### src/rtl/xmodem_tx.sv
// XMODEM checksum-mode sender: frames 128-byte blocks from a sync-read memory
// onto a UART tx pin, handling ACK/NAK/timeout retransmission, EOT and CAN abort.
module xmodem_tx #(
  parameter int unsigned CLKS_PER_BIT   = 434,
  parameter int unsigned TIMEOUT_CYCLES = 50_000_000,
  parameter int unsigned MAX_RETRIES    = 10
) (
  input  logic        clk,
  input  logic        rst,
  input  logic        start,
  input  logic [7:0]  num_blocks,
  output logic [14:0] mem_addr,
  input  logic [7:0]  mem_data,
  input  logic [7:0]  rx_data,
  input  logic        rx_valid,
  output logic        tx,
  output logic        busy,
  output logic        done,
  output logic        error
);

  localparam int unsigned CNT_W = (CLKS_PER_BIT > 1) ? $clog2(CLKS_PER_BIT) : 1;
  localparam int unsigned TMR_W = (TIMEOUT_CYCLES > 1) ? $clog2(TIMEOUT_CYCLES) : 1;
  localparam int unsigned RTY_W = (MAX_RETRIES > 0) ? $clog2(MAX_RETRIES + 1) : 1;

  localparam logic [7:0] SOH = 8'h01;
  localparam logic [7:0] EOT = 8'h04;
  localparam logic [7:0] ACK = 8'h06;
  localparam logic [7:0] NAK = 8'h15;
  localparam logic [7:0] CAN = 8'h18;

  typedef enum logic [3:0] {
    S_IDLE, S_SOH, S_BLK, S_NBLK, S_DATA, S_SUM, S_WAIT_RESP, S_EOT, S_WAIT_EOT, S_CAN
  } state_t;

  state_t            state_q, state_d;
  logic [8:0]        shift_q, shift_d;
  logic [3:0]        bit_q, bit_d;
  logic [CNT_W-1:0]  cnt_q, cnt_d;
  logic              tx_q, tx_d;
  logic              busy_q, busy_d;
  logic              done_q, done_d;
  logic              error_q, error_d;
  logic [14:0]       mem_addr_q, mem_addr_d;
  logic [7:0]        blk_q, blk_d;
  logic [7:0]        nblk_q, nblk_d;
  logic [6:0]        idx_q, idx_d;
  logic [7:0]        sum_q, sum_d;
  logic [RTY_W-1:0]  retry_q, retry_d;
  logic [TMR_W-1:0]  timer_q, timer_d;

  logic       load;
  logic [7:0] load_byte;
  logic [7:0] blk_num;
  logic       sending, bit_end, byte_end;
  logic       is_ack, is_nak, tmo, retry_max;

  assign blk_num   = 8'(blk_q + 8'd1);
  assign sending   = (state_q != S_IDLE) && (state_q != S_WAIT_RESP) && (state_q != S_WAIT_EOT);
  assign bit_end   = (cnt_q == CNT_W'(CLKS_PER_BIT - 1));
  assign byte_end  = bit_end && (bit_q == 4'd9);
  assign is_ack    = rx_valid && (rx_data == ACK);
  assign is_nak    = rx_valid && (rx_data == NAK);
  assign tmo       = (timer_q == TMR_W'(TIMEOUT_CYCLES - 1));
  assign retry_max = (retry_q == RTY_W'(MAX_RETRIES));

  // Next-state: bit timing, byte sequencing and response handling.
  always_comb begin
    state_d    = state_q;
    shift_d    = shift_q;
    bit_d      = bit_q;
    cnt_d      = cnt_q;
    tx_d       = tx_q;
    busy_d     = busy_q;
    done_d     = 1'b0;
    error_d    = error_q;
    mem_addr_d = mem_addr_q;
    blk_d      = blk_q;
    nblk_d     = nblk_q;
    idx_d      = idx_q;
    sum_d      = sum_q;
    retry_d    = retry_q;
    timer_d    = timer_q;
    load       = 1'b0;
    load_byte  = 8'h00;

    if (sending) begin
      if (bit_end) begin
        cnt_d   = '0;
        bit_d   = 4'(bit_q + 4'd1);
        tx_d    = shift_q[0];
        shift_d = {1'b1, shift_q[8:1]};
      end else begin
        cnt_d = CNT_W'(cnt_q + 1'b1);
      end
    end

    case (state_q)
      S_IDLE: begin
        if (start) begin
          busy_d  = 1'b1;
          error_d = 1'b0;
          retry_d = '0;
          nblk_d  = num_blocks;
          blk_d   = 8'd0;
          load    = 1'b1;
          if (num_blocks == 8'd0) begin
            state_d   = S_EOT;
            load_byte = EOT;
          end else begin
            state_d    = S_SOH;
            load_byte  = SOH;
            sum_d      = 8'd0;
            mem_addr_d = 15'd0;
          end
        end
      end
      S_SOH: if (byte_end) begin
        state_d   = S_BLK;
        load      = 1'b1;
        load_byte = blk_num;
      end
      S_BLK: if (byte_end) begin
        state_d   = S_NBLK;
        load      = 1'b1;
        load_byte = ~blk_num;
      end
      S_NBLK: if (byte_end) begin
        state_d    = S_DATA;
        load       = 1'b1;
        load_byte  = mem_data;
        sum_d      = 8'(sum_q + mem_data);
        idx_d      = 7'd0;
        mem_addr_d = {blk_q, 7'd1};
      end
      S_DATA: if (byte_end) begin
        load = 1'b1;
        if (idx_q == 7'd127) begin
          state_d   = S_SUM;
          load_byte = sum_q;
        end else begin
          // Address already points one byte ahead, so mem_data is this next byte.
          load_byte  = mem_data;
          sum_d      = 8'(sum_q + mem_data);
          idx_d      = 7'(idx_q + 7'd1);
          mem_addr_d = {blk_q, 7'(idx_q + 7'd2)};
        end
      end
      S_SUM, S_EOT: if (byte_end) begin
        state_d = (state_q == S_SUM) ? S_WAIT_RESP : S_WAIT_EOT;
        timer_d = '0;
        bit_d   = 4'd0;
        cnt_d   = '0;
        tx_d    = 1'b1;
      end
      S_CAN: if (byte_end) begin
        state_d = S_IDLE;
        busy_d  = 1'b0;
        error_d = 1'b1;
        bit_d   = 4'd0;
        cnt_d   = '0;
        tx_d    = 1'b1;
      end
      S_WAIT_RESP: begin
        timer_d = TMR_W'(timer_q + 1'b1);
        if (is_ack) begin
          retry_d = '0;
          load    = 1'b1;
          if (blk_num == nblk_q) begin
            state_d   = S_EOT;
            load_byte = EOT;
          end else begin
            state_d    = S_SOH;
            load_byte  = SOH;
            blk_d      = blk_num;
            sum_d      = 8'd0;
            mem_addr_d = {blk_num, 7'd0};
          end
        end else if (is_nak || tmo) begin
          load = 1'b1;
          if (retry_max) begin
            state_d   = S_CAN;
            load_byte = CAN;
          end else begin
            retry_d    = RTY_W'(retry_q + 1'b1);
            state_d    = S_SOH;
            load_byte  = SOH;
            sum_d      = 8'd0;
            mem_addr_d = {blk_q, 7'd0};
          end
        end
      end
      S_WAIT_EOT: begin
        timer_d = TMR_W'(timer_q + 1'b1);
        if (is_ack) begin
          retry_d = '0;
          done_d  = 1'b1;
          busy_d  = 1'b0;
          state_d = S_IDLE;
        end else if (is_nak || tmo) begin
          load = 1'b1;
          if (retry_max) begin
            state_d   = S_CAN;
            load_byte = CAN;
          end else begin
            retry_d   = RTY_W'(retry_q + 1'b1);
            state_d   = S_EOT;
            load_byte = EOT;
          end
        end
      end
      default: state_d = S_IDLE;
    endcase

    // A newly loaded byte starts its start bit on the same edge.
    if (load) begin
      shift_d = {1'b1, load_byte};
      bit_d   = 4'd0;
      cnt_d   = '0;
      tx_d    = 1'b0;
    end
  end

  always_ff @(posedge clk) begin
    if (rst) begin
      state_q    <= S_IDLE;
      shift_q    <= 9'h1FF;
      bit_q      <= 4'd0;
      cnt_q      <= '0;
      tx_q       <= 1'b1;
      busy_q     <= 1'b0;
      done_q     <= 1'b0;
      error_q    <= 1'b0;
      mem_addr_q <= 15'd0;
      blk_q      <= 8'd0;
      nblk_q     <= 8'd0;
      idx_q      <= 7'd0;
      sum_q      <= 8'd0;
      retry_q    <= '0;
      timer_q    <= '0;
    end else begin
      state_q    <= state_d;
      shift_q    <= shift_d;
      bit_q      <= bit_d;
      cnt_q      <= cnt_d;
      tx_q       <= tx_d;
      busy_q     <= busy_d;
      done_q     <= done_d;
      error_q    <= error_d;
      mem_addr_q <= mem_addr_d;
      blk_q      <= blk_d;
      nblk_q     <= nblk_d;
      idx_q      <= idx_d;
      sum_q      <= sum_d;
      retry_q    <= retry_d;
      timer_q    <= timer_d;
    end
  end

  assign tx       = tx_q;
  assign busy     = busy_q;
  assign done     = done_q;
  assign error    = error_q;
  assign mem_addr = mem_addr_q;

endmodule

### config.mk
export PLATFORM = sky130hd
export DESIGN_NAME = xmodem_tx
export DESIGN_NICKNAME = d
export VERILOG_FILES = /design/src/rtl/xmodem_tx.sv
export SDC_FILE = /design/constraint.sdc
export NUM_CORES = 1
export LEC_CHECK = 0
export BUFFER_PORTS_ARGS = -buffer_cell sky130_fd_sc_hd__buf_4
export CAP_MARGIN = 15
export CORE_MARGIN = 4
export CORE_UTILIZATION = 45
export DETAILED_ROUTE_END_ITERATION = 6
export PLACE_DENSITY = 0.69
export SLEW_MARGIN = 20
export SYNTH_ARGS = -nofsm -noshare
export SYNTH_HDL_FRONTEND = slang
export SYNTH_SLANG_ARGS = --single-unit
export TNS_END_PERCENT = 1
### constraint.sdc
create_clock -name clk -period 3.8 [get_ports clk]
set_input_delay 0.57 -clock clk [delete_from_list [all_inputs] [get_ports clk]]
set_output_delay 0.57 -clock clk [all_outputs]
set_load 0.02 [all_outputs]
Word-level counts from Yosys, hierarchy flattened. Cells that the tools add are included.

Register bits after elaboration: 105. Latch bits: 0. Bits in writable memories: 0. ROM bits: 0. Bits of input ports: 28. Output and inout bits: 19. Word-level logic and storage cells: 195. Memories kept: 0.

$add $sub $neg: 8. Multiply operators: 0. Div/mod/pow operators: 0. Magnitude comparators: 0. Eq/ne operators: 38. Shifts and indexed selects: 0. Mux-type cells: 98. Bitwise gates (word level): 2. Reductions and logical operators: 34.

Operators with widths (count): 8-bit two-way mux (21); 15-bit two-way mux (9); 4-bit two-way mux (23); 15-bit case mux with 4 select lines (1); 8-bit case mux with 7 select lines (1); 26-bit case mux with 2 select lines (1); 9-bit two-way mux (4); 4-bit case mux with 9 select lines (1); 8-bit case mux with 4 select lines (1); 26-bit by 1-bit adder with 26-bit output (second input constant) (1); 26-bit equality test (second input constant) (1); 26-bit two-way mux (1); 2-bit inequality test (second input constant) (13); 5-bit two-way mux (5); 7-bit two-way mux (3); 4-bit by 3-bit equality test with 1-bit output (second input constant) (4); 4-bit equality test (second input constant) (4); 1-bit two-way mux (16); 8-bit case mux with 2 select lines (1); 4-bit AND reduction (4); 3-bit two-way mux (5); 3-bit inequality test (second input constant) (5); 7-bit case mux with 2 select lines (1); 2-bit nonzero test (7); 35 further kinds (47).

Longest topological paths before layout.
Depth in word-level cells: 8. Mapped depth: 11. Gate-level depth less buffers: 9.

Worst setup path before layout. Ideal clock, no wire load.

Kind: input port to flip-flop. Start: input rx_data[3]. End: register state_q[2]. Library setup time: 91 ps. Arrival: 2315 ps. Path slack: 1394 ps. Stages: 8. Cells stage by stage: nor4b_2 -> nand4_1 -> buf_2 -> nand2b_1 -> clkbuf_1 -> or3_1 -> nor2b_1 -> a311oi_1.

Word-level cells in the longest chain between the ends: 5. Elaborated cells between the ends (all ways): 11.

Ends and longest elaborated chain: from (decl) (line 14) `input logic [7:0] rx_data,`; 8-bit by 5-bit equality test with 1-bit output (line 63) `assign is_nak = rx_valid && (rx_data == NAK);`; 1-bit logical AND (line 63); 1-bit logical OR (line 179, 200); 3-bit inequality test (no line); 10-bit AND reduction (no line); to (signal assigned) (line 242) `state_q <= state_d;`; to (decl) (line 36) `state_t state_q, state_d;`.

Parallel ways exist; a longest one is shown, timed or not. A chain may end at the register's enable or synchronous reset.

Worst setup path after layout.
Start: input rx_data[3]. End: register blk_q[7].

Word-level cells in the longest chain between the ends: 4.

Ends and longest elaborated chain: 8-bit by 3-bit equality test with 1-bit output (line 62) `assign is_ack = rx_valid && (rx_data == ACK);`; 1-bit logical AND (line 62); 2-bit inequality test (no line); 4-bit AND reduction (no line); to (signal assigned) (line 251) `blk_q <= blk_d;`; to (decl) (line 45) `logic [7:0] blk_q, blk_d;`.

Every way passes these cells.

==> results.md <==
- PortBufs: between 40 and 50
- Busiest grt layer: met2
- Post-synthesis mux area share: 0.04724
- CP delay by family, top: simple AND/OR/NAND/NOR gates
- Crit end category: flip-flop
- Core Rows: 41
- Post-DP HPWL: 10500 um
- # Max-Cap Violations: 0
- Synthesized cell area: roughly 6000 um^2
- Status: completed
- Later-pin clock latency in the skew report: 0.36 ns
- Initial DRC count: 448
- Peak VDD IR: 0.2832 mV
- Vias: around 5400
- Crit path max fanout: 11
- Area of the multi-input gates: 3592 um^2
- Pre-Repair DR Iteration Count: 5
- Worst min-delay path class: in2reg
- Met2 usage: 0.3062
- Post-cts sizing count: 0
- Post-Synth Adder-Cell Area: 0.03888
- Post-Place Cell Area: 6410 um^2
- CTS Buf Count: 9
- First-pass GRT wire length: ~24000 um
- Nets: roughly 800
- Chip height: 123.3 um
- Die area: 15210 um^2
- Synth Area in XOR/XNOR: 0.07609
- Least-Margin Pin Slew: 0.7601 ns
- Final hold vios: 0
- Synth unique cells: 80
- Post-Route WL: approximately 14000 um
- Leak: 2.393 nW
- Total Power: 3.664 mW
- Post-synthesis compound-gate area fraction: 0.1798
- Die Wd: 123.3 um
- GRT Total Usage: 0.1961
- # setup viols final: 0
- Post-Synth Simple-Gate Area: 0.2561
- Worst EP required: 4.02 ns
- Layout cells sized above 1: 0.1136
- Synth Register Bits: between 100 and 150
- DRT antenna net count: 0
- Final Util: 0.5241
- Sink Count: 105
- Fillers: 1231
- Clk root buf: clkbuf_16
- CP Cell Sequence: buf_4 -> nor4b_2 -> nand4_1 -> nor3_1 -> o21a_1 -> or3_1 -> o21ai_0
- Startpoint types: input pin
- DR WL/cell: 15.55 um
- Most common cell after layout, fill and taps aside: dfxtp_1
- CTS HTree Levels: 3
- Hold Buf Count CTS: 0
- RSZ-0062 raised after global routing: no
- Bufs and invs on worst path: 1
- Vias per inst: 5.823
- Reg area: ~2100 um^2
- Total gr overflow: 0
- Slew HR: 0.4920
- Initial Util: 0.4667
- Pwr Density: about 550 nW/um^2
- Number of global-route vias before repair: 5008
- Main combinational cell family by area after synthesis: simple AND/OR/NAND/NOR gates
- Async SR Flop Fraction: 0
- Commonest non-fill, non-tap cells in the layout: dfxtp_1 (105), nor2_1 (100), nand2_1 (52), buf_4 (52), nor3_1 (37)
- Largest net degree at the start of global routing: 63
- CP max-delay cell: nor3_1
- Routability cong.: approximately 0.89
- Worst path max stage delay: 0.74 ns
- Number of synthesized flops with an enable pin: 0
- Finished Layout Cells: approximately 930
- Crit Path Category: in2reg
- Worst EP arrival: 3.25 ns
- Cells after DPL: 913
- Antenna cells: 0
- Fin. max-slew vios: 0
- TNS Setup: 0 ns
- Area share of the leading cell type in the synthesized netlist: 0.3512
- Net Count, Synth: 776
- Min cycle time layout: 3.034 ns
- Sequential area share after synthesis: 0.3512
- Routing usage on met1: 0.2651
- CTS tree: yes
- Synth top area cells: dfxtp_1 (35%), nor2_1 (6.3%), xnor2_1 (4.5%), mux2i_1 (4.3%), ha_1 (3.6%)
- Yosys top cell by area: dfxtp_1
- Setup Fix Bufs, Post-CTS: 0
- Initial antenna violation count: 0
- Mean Syn Cell Area: 8.200 um^2
- Reg clk slew, reported paths: around 0.080 ns
- Final Skew: 0.01227 ns
- DRC Markers: 0
- Area Overhead vs Synth: 12.29%
- Peak Freq: 0.3296 GHz
- Final Instance Area: a little under 7000 um^2
- CORE AREA: 12820 um^2
- Yosys warns: 0
- Fin crit share: 0.7984
- Number of I/O pins: 47
- Ys flop type: dfxtp_1
- Synthesized instance count: 730
- Clock Path Buffers: 2
- GRT met3 Usage: 0.04529
[registers in the layout, summed over array words and instances, names as in the netlist]
name      cells
nblk_q        8
timer_q      26
busy          1
sum_q         8
state_q       4
shift_q       8
bit_q         4
tx            1
retry_q       4
error         1
cnt_q         9
done          1
mem_addr     15
blk_q         8
idx_q         7
[metrics by stage]
stage                     setup slack [ns]  hold WS (ns)
after floorplan                      1.394        0.4481
after CTS                           0.8431        0.4587
final                               0.7662        0.4677
after detailed placement            0.5028        0.4773
after global routing                0.6044        0.4742
after global placement              0.5752        0.4638
[worst min-delay path: cells and delay by family]
kind                   cells  cell delay, ns
buffers and inverters      1            0.11
AND/OR/NAND/NOR            1            0.05
AO/OA/AOI/OAI              1            0.05
[kinds of logic (layout without fill, tap and decap cells)]
kind of cell,after synthesis,in the layout
buffers and inverters,68,95
XOR/XNOR,52,52
adder cells (fa/ha/maj),18,18
flip-flops,105,105
AO/OA/AOI/OAI,153,153
multiplexers,28,28
AND/OR/NAND/NOR,306,306
[routing by layer]
metal | vias to the layer above | share of wire
met2 | 162 | 0.45
met1 | 2548 | 0.47
met4 | 0 | 0.018
met3 | 23 | 0.063
li1 | 2677 | -
met5 | - | 0
[where the power goes]
group	leakage (nW)	switching, mW	internal, mW
logic	1.40	0.777	0.543
clock network	0.145	0.441	0.521
registers	0.851	0.144	1.24
total	2.39	1.36	2.30
[synth_stat cells, drive strengths merged (4+ instances only)]
master / instances
a222oi: 7
nand4: 13
o21ai: 35
xor2: 21
nor4: 9
mux2i: 26
and3: 6
nand3: 29
nand2: 52
o221ai: 4
nor2b: 9
nand3b: 6
a21oi: 34
or4: 4
dfxtp: 105
o21bai: 4
xnor2: 31
clkbuf: 24
nand2b: 4
and2: 4
nor3b: 4
o21a: 6
nor3: 38
buf: 18
a21o: 6
a211oi: 7
inv: 26
o22ai: 4
ha: 17
or3: 12
nor2: 102
a31oi: 6
[final timing paths]
check	from	endpoint	slack (ns)	cells past startpoint
worst min-delay path	num_blocks[2]	nblk_q[2]	0.47	3
worst max register to register	blk_q[0]	blk_q[7]	0.81	8
worst min register to register	mem_addr[2]	mem_addr[2]	0.48	2
worst max-delay path	rx_data[3]	blk_q[7]	0.77	7
[area by class of cell]
type / instances / area share
well taps: 172 / 0.03202
flip-flops and latches: 105 / 0.3127
clock inverters: 6 / 0.01117
repair buffers: 53 / 0.06106
inverters: 26 / 0.01452
multi-input cells: 557 / 0.5344
clock buffers: 10 / 0.03407
Note: power is estimated with default switching activity, not from simulation.
